==> src/rtl/uart_receiver.sv <==
// rtl/uart_receiver.sv - 8N1 UART receiver with mid-bit sampling and valid/ack byte handshake
module uart_receiver #(
    parameter int CLKS_PER_BIT = 10417,
    parameter int SYNC_STAGES  = 2
) (
    input  logic       clk,
    input  logic       reset,
    input  logic       RxD,
    input  logic       rx_ack,
    output logic [7:0] rx_data,
    output logic       rx_valid,
    output logic       frame_err,
    output logic       overrun,
    output logic       busy
);

    localparam int CW = $clog2(CLKS_PER_BIT);
    localparam logic [CW-1:0] CNT_LAST = CW'(CLKS_PER_BIT - 1);
    localparam logic [CW-1:0] CNT_HALF = CW'(CLKS_PER_BIT / 2 - 1);

    typedef enum logic [2:0] {
        S_IDLE,
        S_START,
        S_DATA,
        S_STOP,
        S_BREAK
    } state_t;

    state_t                 state_q, state_d;
    logic [SYNC_STAGES-1:0] sync_q, sync_d;
    logic [CW-1:0]          cnt_q, cnt_d;
    logic [2:0]             bit_idx_q, bit_idx_d;
    logic [7:0]             shift_q, shift_d;
    logic [7:0]             rx_data_q, rx_data_d;
    logic                   rx_valid_q, rx_valid_d;
    logic                   frame_err_q, frame_err_d;
    logic                   overrun_q, overrun_d;
    logic                   busy_q, busy_d;
    logic                   rx_s;

    assign rx_s = sync_q[SYNC_STAGES-1];

    // Next-state logic: synchroniser shift, frame FSM, and handshake flags.
    always_comb begin
        sync_d      = {sync_q[SYNC_STAGES-2:0], RxD};
        state_d     = state_q;
        cnt_d       = cnt_q;
        bit_idx_d   = bit_idx_q;
        shift_d     = shift_q;
        rx_data_d   = rx_data_q;
        frame_err_d = frame_err_q;

        // Ack is applied first so a same-cycle commit sees the consumed byte.
        rx_valid_d  = rx_valid_q & ~rx_ack;
        overrun_d   = overrun_q & ~rx_ack;

        unique case (state_q)
            S_IDLE: begin
                if (!rx_s) begin
                    state_d = S_START;
                    cnt_d   = '0;
                end
            end
            S_START: begin
                if (cnt_q == CNT_HALF) begin
                    cnt_d = '0;
                    if (!rx_s) begin
                        state_d   = S_DATA;
                        bit_idx_d = '0;
                    end else begin
                        // Start bit did not hold to mid-bit: treat as noise.
                        state_d = S_IDLE;
                    end
                end else begin
                    cnt_d = cnt_q + CW'(1);
                end
            end
            S_DATA: begin
                if (cnt_q == CNT_LAST) begin
                    cnt_d   = '0;
                    shift_d = {rx_s, shift_q[7:1]};
                    if (bit_idx_q == 3'd7) begin
                        state_d = S_STOP;
                    end else begin
                        bit_idx_d = bit_idx_q + 3'd1;
                    end
                end else begin
                    cnt_d = cnt_q + CW'(1);
                end
            end
            S_STOP: begin
                if (cnt_q == CNT_LAST) begin
                    cnt_d = '0;
                    if (rx_s) begin
                        if (rx_valid_d) begin
                            overrun_d = 1'b1;
                        end
                        rx_data_d   = shift_q;
                        rx_valid_d  = 1'b1;
                        frame_err_d = 1'b0;
                        state_d     = S_IDLE;
                    end else begin
                        frame_err_d = 1'b1;
                        state_d     = S_BREAK;
                    end
                end else begin
                    cnt_d = cnt_q + CW'(1);
                end
            end
            S_BREAK: begin
                // Hold off until the line returns high so a held-low line cannot re-trigger.
                if (rx_s) begin
                    state_d = S_IDLE;
                end
            end
            default: begin
                state_d = S_IDLE;
            end
        endcase

        busy_d = (state_d != S_IDLE);
    end

    // State registers with asynchronous active-low reset.
    always_ff @(posedge clk or negedge reset) begin
        if (!reset) begin
            state_q     <= S_IDLE;
            sync_q      <= '1;
            cnt_q       <= '0;
            bit_idx_q   <= '0;
            shift_q     <= '0;
            rx_data_q   <= '0;
            rx_valid_q  <= 1'b0;
            frame_err_q <= 1'b0;
            overrun_q   <= 1'b0;
            busy_q      <= 1'b0;
        end else begin
            state_q     <= state_d;
            sync_q      <= sync_d;
            cnt_q       <= cnt_d;
            bit_idx_q   <= bit_idx_d;
            shift_q     <= shift_d;
            rx_data_q   <= rx_data_d;
            rx_valid_q  <= rx_valid_d;
            frame_err_q <= frame_err_d;
            overrun_q   <= overrun_d;
            busy_q      <= busy_d;
        end
    end

    assign rx_data   = rx_data_q;
    assign rx_valid  = rx_valid_q;
    assign frame_err = frame_err_q;
    assign overrun   = overrun_q;
    assign busy      = busy_q;

endmodule

==> config.mk <==
export PLATFORM = sky130hd
export DESIGN_NAME = uart_receiver
export DESIGN_NICKNAME = d
export VERILOG_FILES = /design/src/rtl/uart_receiver.sv
export SDC_FILE = /design/constraint.sdc
export NUM_CORES = 1
export LEC_CHECK = 0
export BUFFER_PORTS_ARGS = -buffer_cell sky130_fd_sc_hd__buf_4
export CORE_MARGIN = 3
export CORE_UTILIZATION = 53
export DETAILED_ROUTE_END_ITERATION = 16
export GPL_TIMING_DRIVEN = 0
export PLACE_DENSITY_LB_ADDON = 0.15
export SLEW_MARGIN = 20
export SYNTH_ARGS = -nofsm -noshare
export SYNTH_HDL_FRONTEND = slang
export SYNTH_SLANG_ARGS = --single-unit
==> constraint.sdc <==
create_clock -name clk -period 2 [get_ports clk]
set_input_delay 0.6 -clock clk [delete_from_list [all_inputs] [get_ports clk]]
set_output_delay 0.6 -clock clk [all_outputs]
set_load 0.005 [all_outputs]
==> results of run 1 <==
==> worst reg2reg max path, delay by kind of cell, from the launching register on <==
family	cells	cell delay, ns
and+or+nand+nor	3	0.93
AOI/OAI and AO/OA	2	0.38
DFF	1	0.36
buffers and inverters	1	0.17
==> per-layer routing <==
metal / up-vias / GRT usage
li1: 696 / -
met1: 690 / 0.238
met2: 26 / 0.287
met3: 6 / 0.0532
met4: 0 / 0.0810
met5: - / 0
==> layout by cell type, fill, tap and decap left out, types with 2 or more instances in the layout <==
cell type	instances
a21oi_1	6
a22o_1	4
a31oi_1	9
a41oi_1	2
and3_1	3
buf_2	3
buf_4	22
bufinv_16	2
clkbuf_8	5
dfrtp_1	39
dfstp_2	2
ha_1	2
inv_1	6
inv_2	2
mux2_2	16
mux2i_1	3
nand2_1	18
nand2b_1	3
nand3_1	8
nand3b_1	4
nor2_1	7
nor2b_1	5
o21ai_0	5
or3_1	2
xnor2_1	2
==> cells in the mapped netlist (5+ instances only) <==
cell,count,area share
dfrtp_1,40,0.50
nand2_1,18,0.034
mux2_2,16,0.090
a31oi_1,9,0.028
inv_1,8,0.015
nand3_1,8,0.020
nor2_1,7,0.013
a21oi_1,6,0.015
buf_2,5,0.013
nor2b_1,5,0.016
o21ai_0,5,0.013
==> registers in the layout (all words and copies together), names as in the netlist, 2 cells and up <==
name and count:
state_q 3, sync_q 2, cnt_q 14, shift_q 8, rx_data 8, bit_idx_q 3
==> timing repair <==
action / 4_1_cts / 5_1_grt
pin swaps: 2 / 5
endpoints found under the setup margin: 26 / 27
buffers inserted: 3 / 4
resized for setup: 5 / 16
==> kinds of logic after synthesis <==
group / synth area share
AOI/OAI and AO/OA: 0.110
xor gates and xnor gates: 0.00877
adders and majority gates: 0.0251
buffers and inverters: 0.0388
DFF: 0.528
muxes: 0.105
and+or+nand+nor: 0.185
==> worst paths after layout <==
check                      startpoint            to  slack [ns]  depth (start not counted)
max in group asynchronous       reset      cnt_q[0]        1.35                          1
hold reg to reg             sync_q[0]     sync_q[1]        0.36                          0
setup / recovery             cnt_q[3]  bit_idx_q[2]        0.05                          6
hold / removal                  reset      rx_valid        0.26                          1
setup reg to reg             cnt_q[3]  bit_idx_q[2]        0.05                          6
min in group clk            sync_q[0]     sync_q[1]        0.36                          0
==> report_power, final <==
part           total, mW  internal [mW]  switching, mW
registers          0.853          0.852       0.000591
logic             0.0243        0.00502         0.0193
clock network      0.797          0.500          0.297
==> cell type report <==
type / instances / area [um2]
clock inverters: 3 / 68.8
repair buffers: 22 / 165
plain buffers: 5 / 33.8
multi-input cells: 122 / 948
inverters: 8 / 30.0
well taps: 46 / 57.6
fillers: 250 / 1040
clock buffers: 5 / 68.8
flip-flops and latches: 42 / 1050
==> metrics.txt, run 1 <==
# TYPE chip_impl_metric gauge
chip_impl_metric{name="postLayoutCellArea",unit="um2"} 2430
chip_impl_metric{name="finalPower",unit="mW"} 1.67
chip_impl_metric{name="synth.distinct_cells",unit=""} 41
chip_impl_metric{name="synth.net_count",unit=""} 187
chip_impl_metric{name="floorplan.die.height",unit="um"} 67.4
chip_impl_info{name="grt_setup_unrepaired",value="true"} 1
chip_impl_metric{name="global_route_wire_length_before_repair",unit="um"} 6150
chip_impl_metric{name="synthesis.area_per_instance",unit="um2"} 11.2
chip_impl_info{name="path_class",value="flop to flop"} 1
chip_impl_metric{name="finish.utilization",unit=""} 0.700
chip_impl_metric{name="met3_wirelength",unit="um"} 165
chip_impl_info{name="routed.top_layer",value="met4"} 1
chip_impl_info{name="synthFlopType",value="dfrtp_1"} 1
chip_impl_metric{name="fin_cells",unit=""} 253
chip_impl_metric{name="globalRoute.totalOverflow",unit=""} 0
chip_impl_metric{name="arrival_time_of_the_worst_setup_path",unit="ns"} 2.14
chip_impl_metric{name="buffer_ports.inserted",unit=""} 15
chip_impl_info{name="start_kind",value="flop"} 1
chip_impl_metric{name="cts_inserted_buffers",unit=""} 5
chip_impl_metric{name="clk-insertion-delay-late",unit="ns"} 0.30
chip_impl_metric{name="post_drt_wl_per_cell",unit="um"} 14.7
chip_impl_metric{name="wl_met1",unit="um"} 1700
chip_impl_metric{name="num_rows",unit=""} 21
chip_impl_metric{name="worstPathRequired",unit="ns"} 2.18
chip_impl_metric{name="worst_hold_slack",unit="ns"} 0.263
chip_impl_metric{name="wl_met2",unit="um"} 1800
chip_impl_metric{name="clock.fmax",unit="MHz"} 512
chip_impl_metric{name="dr_total_vias",unit=""} 1418
chip_impl_metric{name="synth_enable_flop_cells",unit=""} 0
chip_impl_metric{name="hold_viol",unit=""} 0
chip_impl_metric{name="antenna-diode-count",unit=""} 0
chip_impl_info{name="root_driver",value="clkbuf_8"} 1
chip_impl_metric{name="max-vdd-ir-drop",unit="uV"} 522
chip_impl_metric{name="slowest_delay",unit="ns"} 0.48
chip_impl_info{name="critPathCaptureType",value="flop"} 1
chip_impl_info{name="cts_tree",value="yes"} 1
chip_impl_metric{name="detail_route.vias_per_cell",unit=""} 5.60
chip_impl_metric{name="die_area",unit="um2"} 4540
chip_impl_metric{name="synth-async-reset-ratio",unit=""} 1.00
chip_impl_metric{name="seq_area_frac_synth",unit=""} 0.528
chip_impl_metric{name="net_count_final",unit=""} 214
chip_impl_metric{name="placed_cells_incl_taps",unit=""} 240
chip_impl_metric{name="syn-instance-count",unit=""} 179
chip_impl_metric{name="drt_pre_antenna_iters",unit=""} 5
chip_impl_info{name="critPathTopFamily",value="simple AND/OR/NAND/NOR gates"} 1
chip_impl_metric{name="drc_errors",unit=""} 0
chip_impl_metric{name="final-setup-viol-count",unit=""} 0
chip_impl_metric{name="dpl-instance-area",unit="um2"} 2170
chip_impl_metric{name="via_count_of_the_first_global_routing_pass",unit=""} 1349
chip_impl_metric{name="place_congestion",unit=""} 0.855
chip_impl_metric{name="core_area",unit="um2"} 3470
chip_impl_metric{name="groute.usage.overall",unit=""} 0.184
chip_impl_metric{name="cts-htree-levels",unit=""} 2
chip_impl_metric{name="antenna_found_initial",unit=""} 0
chip_impl_metric{name="hpwl",unit="um"} 2460
chip_impl_metric{name="cap_violations",unit=""} 0
chip_impl_metric{name="leakage",unit="nW"} 1.19
chip_impl_metric{name="clock_path_buffers",unit=""} 2
chip_impl_metric{name="synth-seq-cells",unit=""} 42
chip_impl_metric{name="worst_slew_margin_rel",unit=""} 0.560
chip_impl_metric{name="io_count",unit=""} 16
chip_impl_metric{name="max_slew.worst_pin.slew",unit="ns"} 0.660
chip_impl_metric{name="postRouteAntennaNets",unit=""} 0
chip_impl_metric{name="totalNegativeSetupSlack",unit="ns"} 0
chip_impl_metric{name="largest_net_degree_at_the_start_of_global_routing",unit=""} 43
chip_impl_metric{name="critPathMaxFanout",unit=""} 8
chip_impl_metric{name="wirelength",unit="um"} 3730
chip_impl_metric{name="post_route_cells_drive_above_1_share",unit=""} 0.329
chip_impl_metric{name="fin_ws",unit="ns"} 0.0469
chip_impl_metric{name="timing.clock.skew",unit="ns"} 0.0124
chip_impl_metric{name="initial_utilization",unit=""} 0.576
chip_impl_info{name="crit_chain",value="buf_2, nor4b_4, nand4_1, or3b_4, o2bb2ai_2, a22o_1"} 1
chip_impl_metric{name="numClockSinks",unit=""} 42
chip_impl_info{name="critPathSlowestCell",value="or3b_4"} 1
chip_impl_metric{name="final_period_minus_worst_setup_slack",unit="ns"} 1.95
chip_impl_metric{name="synth_warnings",unit=""} 0
chip_impl_metric{name="post-place-ws",unit="ns"} -0.177
chip_impl_metric{name="die_w",unit="um"} 67.4
chip_impl_info{name="outcome",value="finished clean"} 1
chip_impl_metric{name="synthToLayoutAreaGrowth",unit="%"} 21.6
chip_impl_metric{name="cts.hold.buffers_added",unit=""} 0
chip_impl_metric{name="fin_crit_sh",unit=""} 0.977
chip_impl_metric{name="clock_slew_at_the_register_clock_pins_of_the_worst_setup_and_hold_paths",unit="ns"} 0.08
chip_impl_metric{name="worstPathBufferInverterCount",unit=""} 1
chip_impl_metric{name="power_density",unit="nW/um2"} 690
chip_impl_info{name="holdCritPathClass",value="primary input to async pin"} 1
chip_impl_metric{name="mappedNetlistArea",unit="um2"} 2000
chip_impl_metric{name="drt_iter0_markers",unit=""} 36
chip_impl_metric{name="timing.final.max_slew_violations",unit=""} 0
(Power assumes the default switching activity.)
==> inputs of run 2 (changes only) <==
CORE_UTILIZATION = 45   (was 53)
==> run 2 against run 1 <==
Clock skew down 0.0014 ns. Critical path depth up 2. Sequential power about the same. Critical endpoint is now busy. Global-route usage decreased by 1.4 points. Routed wire length is 10% higher. Sequential share of layout area grew 0.39 points. Combinational power rose by 2%. Power down 15%. Final area decreased by 0.77%.
==> metrics.txt, run 2 (synthesis results as in run 1) <==
# TYPE chip_impl_metric gauge
chip_impl_metric{name="detail_route.vias_per_cell",unit=""} 5.69
chip_impl_info{name="cts_tree",value="yes"} 1
chip_impl_metric{name="floorplan.die.height",unit="um"} 72.6
chip_impl_metric{name="largest_reg_flops",unit=""} 14
chip_impl_metric{name="arrival_time_of_the_worst_setup_path",unit="ns"} 2.14
chip_impl_info{name="rr_endpoint",value="busy"} 1
chip_impl_metric{name="timing.clock.skew",unit="ns"} 0.0109
chip_impl_metric{name="clock_path_buffers",unit=""} 2
chip_impl_metric{name="final_period_minus_worst_setup_slack",unit="ns"} 1.97
chip_impl_metric{name="antenna_found_initial",unit=""} 0
chip_impl_metric{name="timing.final.max_slew_violations",unit=""} 0
chip_impl_metric{name="drt_iter0_markers",unit=""} 62
chip_impl_metric{name="finish.utilization",unit=""} 0.581
chip_impl_metric{name="drc_errors",unit=""} 0
chip_impl_metric{name="clock_slew_at_the_register_clock_pins_of_the_worst_setup_and_hold_paths",unit="ns"} 0.08
chip_impl_metric{name="global_route_wire_length_before_repair",unit="um"} 6890
chip_impl_metric{name="max-vdd-ir-drop",unit="uV"} 471
chip_impl_metric{name="power_density",unit="nW/um2"} 588
chip_impl_info{name="holdCritPathClass",value="primary input to async pin"} 1
chip_impl_metric{name="cts_inserted_buffers",unit=""} 5
chip_impl_info{name="registers.top_by_ff_count",value="cnt_q"} 1
chip_impl_metric{name="worst_slew_margin_rel",unit=""} 0.556
chip_impl_metric{name="post_drt_wl_per_cell",unit="um"} 15.7
chip_impl_info{name="grt_setup_unrepaired",value="true"} 1
chip_impl_metric{name="post-place-ws",unit="ns"} -0.207
chip_impl_metric{name="worstPathRequired",unit="ns"} 2.16
chip_impl_metric{name="cap_violations",unit=""} 0
chip_impl_metric{name="final.fill_count",unit=""} 371
chip_impl_metric{name="critPathMaxFanout",unit=""} 6
chip_impl_metric{name="final-setup-viol-count",unit=""} 0
chip_impl_metric{name="fin_crit_sh",unit=""} 0.986
chip_impl_metric{name="wirelength",unit="um"} 4100
chip_impl_metric{name="synthToLayoutAreaGrowth",unit="%"} 20.6
chip_impl_info{name="critPathCaptureType",value="flop"} 1
chip_impl_metric{name="largest_net_degree_at_the_start_of_global_routing",unit=""} 43
chip_impl_metric{name="fin_ws",unit="ns"} 0.0287
chip_impl_metric{name="io_count",unit=""} 16
chip_impl_metric{name="cts-htree-levels",unit=""} 2
chip_impl_metric{name="die_area",unit="um2"} 5270
chip_impl_metric{name="r2r_setup_slack",unit="ns"} 0.03
chip_impl_info{name="r2r-start",value="cnt_q[1]"} 1
chip_impl_metric{name="antenna-diode-count",unit=""} 0
chip_impl_info{name="final_common_cell",value="dfrtp_1"} 1
chip_impl_info{name="outcome",value="finished clean"} 1
chip_impl_metric{name="die_w",unit="um"} 72.6
chip_impl_metric{name="drt_pre_antenna_iters",unit=""} 4
chip_impl_metric{name="max_slew.worst_pin.slew",unit="ns"} 0.660
chip_impl_metric{name="finalPower",unit="mW"} 1.42
chip_impl_metric{name="hpwl",unit="um"} 2630
chip_impl_metric{name="post_route_cells_drive_above_1_share",unit=""} 0.332
chip_impl_metric{name="place_congestion",unit=""} 0.817
chip_impl_metric{name="net_count_final",unit=""} 218
chip_impl_metric{name="buffer_ports.inserted",unit=""} 15
chip_impl_metric{name="globalRoute.totalOverflow",unit=""} 0
chip_impl_info{name="path_class",value="flop to flop"} 1
chip_impl_metric{name="postLayoutCellArea",unit="um2"} 2410
chip_impl_info{name="root_driver",value="clkbuf_8"} 1
chip_impl_metric{name="clock.fmax",unit="MHz"} 507
chip_impl_info{name="start_kind",value="flop"} 1
chip_impl_metric{name="dpl-instance-area",unit="um2"} 2170
chip_impl_metric{name="hold_viol",unit=""} 0
chip_impl_metric{name="groute.usage.overall",unit=""} 0.170
chip_impl_metric{name="dr_total_vias",unit=""} 1485
chip_impl_metric{name="postRouteAntennaNets",unit=""} 0
chip_impl_metric{name="leakage",unit="nW"} 1.19
chip_impl_metric{name="core_area",unit="um2"} 4140
chip_impl_metric{name="num_rows",unit=""} 23
chip_impl_info{name="final_cell_mix",value="38 x dfrtp_1, 26 x buf_4, 18 x nand2_1"} 1
chip_impl_metric{name="numClockSinks",unit=""} 42
chip_impl_metric{name="clk-insertion-delay-late",unit="ns"} 0.30
chip_impl_metric{name="number_of_cells_on_the_worst_reg_to_reg_path",unit=""} 8
chip_impl_metric{name="initial_utilization",unit=""} 0.482
chip_impl_metric{name="via_count_of_the_first_global_routing_pass",unit=""} 1493
==> run 2: changes by cell type in the layout (fill, tap and decap cells not counted), sizes merged <==
cell and change:
buf +5, clkinv +1, bufinv -2
==> run 2: how the worst max path moves through the flow <==
stage          startpoint         to  slack (ns)  cells past startpoint
5_1_grt          cnt_q[1]       busy       -0.04                      8
4_1_cts          cnt_q[0]       busy        0.01                      9
2_1_floorplan    cnt_q[0]       busy        0.02                      9
3_3_place_gp     cnt_q[0]   cnt_q[9]       -0.15                      9
3_5_place_dp     cnt_q[0]  cnt_q[10]       -0.21                      9
6_report         cnt_q[1]       busy        0.03                      8
==> run 2: cell type report <==
type                    instances  area [um2]  area share
flip-flops and latches         42        1060       0.438
clock buffers                   6        72.6      0.0301
plain buffers                   5        37.5      0.0156
well taps                      50        62.6      0.0260
clock inverters                 2        13.8     0.00571
multi-input cells             122         941       0.391
repair buffers                 26         195      0.0810
inverters                       8        30.0      0.0125
==> run 2: critical path, cell delays in order, from the launching register on <==
cell	delay, ns
dfrtp_1	0.39
inv_2	0.07
ha_4	0.15
and3b_1	0.17
and4_1	0.20
buf_6	0.14
and3_4	0.20
o21a_1	0.18
or3_1	0.35
==> run 2: repair_timing <==
item,in CTS,in global routing
hold buffers,0,0
pin swaps,4,4
endpoints found under the setup margin,26,19
setup buffers,2,9
resized for setup,7,11
==> run 2: stage by stage <==
stage	hold WS (ns)	instances	setup TNS, ns
finish	0.266	261	0
global route	0.308	261	-0.0421
CTS	0.289	254	0
detailed placement	0.349	244	-2.60
global placement	0.346	244	-1.30
floorplan	0.304	179	0
==> run 2: metal layers <==
| metal | vias up | part of all wire | track usage |
|---|---|---|---|
| li1 | 702 | - | - |
| met1 | 749 | 0.44 | 0.215 |
| met2 | 27 | 0.51 | 0.280 |
| met3 | 7 | 0.039 | 0.0427 |
| met4 | 0 | 0.015 | 0.0635 |
| met5 | - | 0 | 0 |
==> run 2: where the power goes <==
part,internal [mW],switching (mW),leakage (nW)
Combinational,0.00502,0.0199,0.588
Sequential,0.852,0.000415,0.557
Clock,0.246,0.293,0.0452
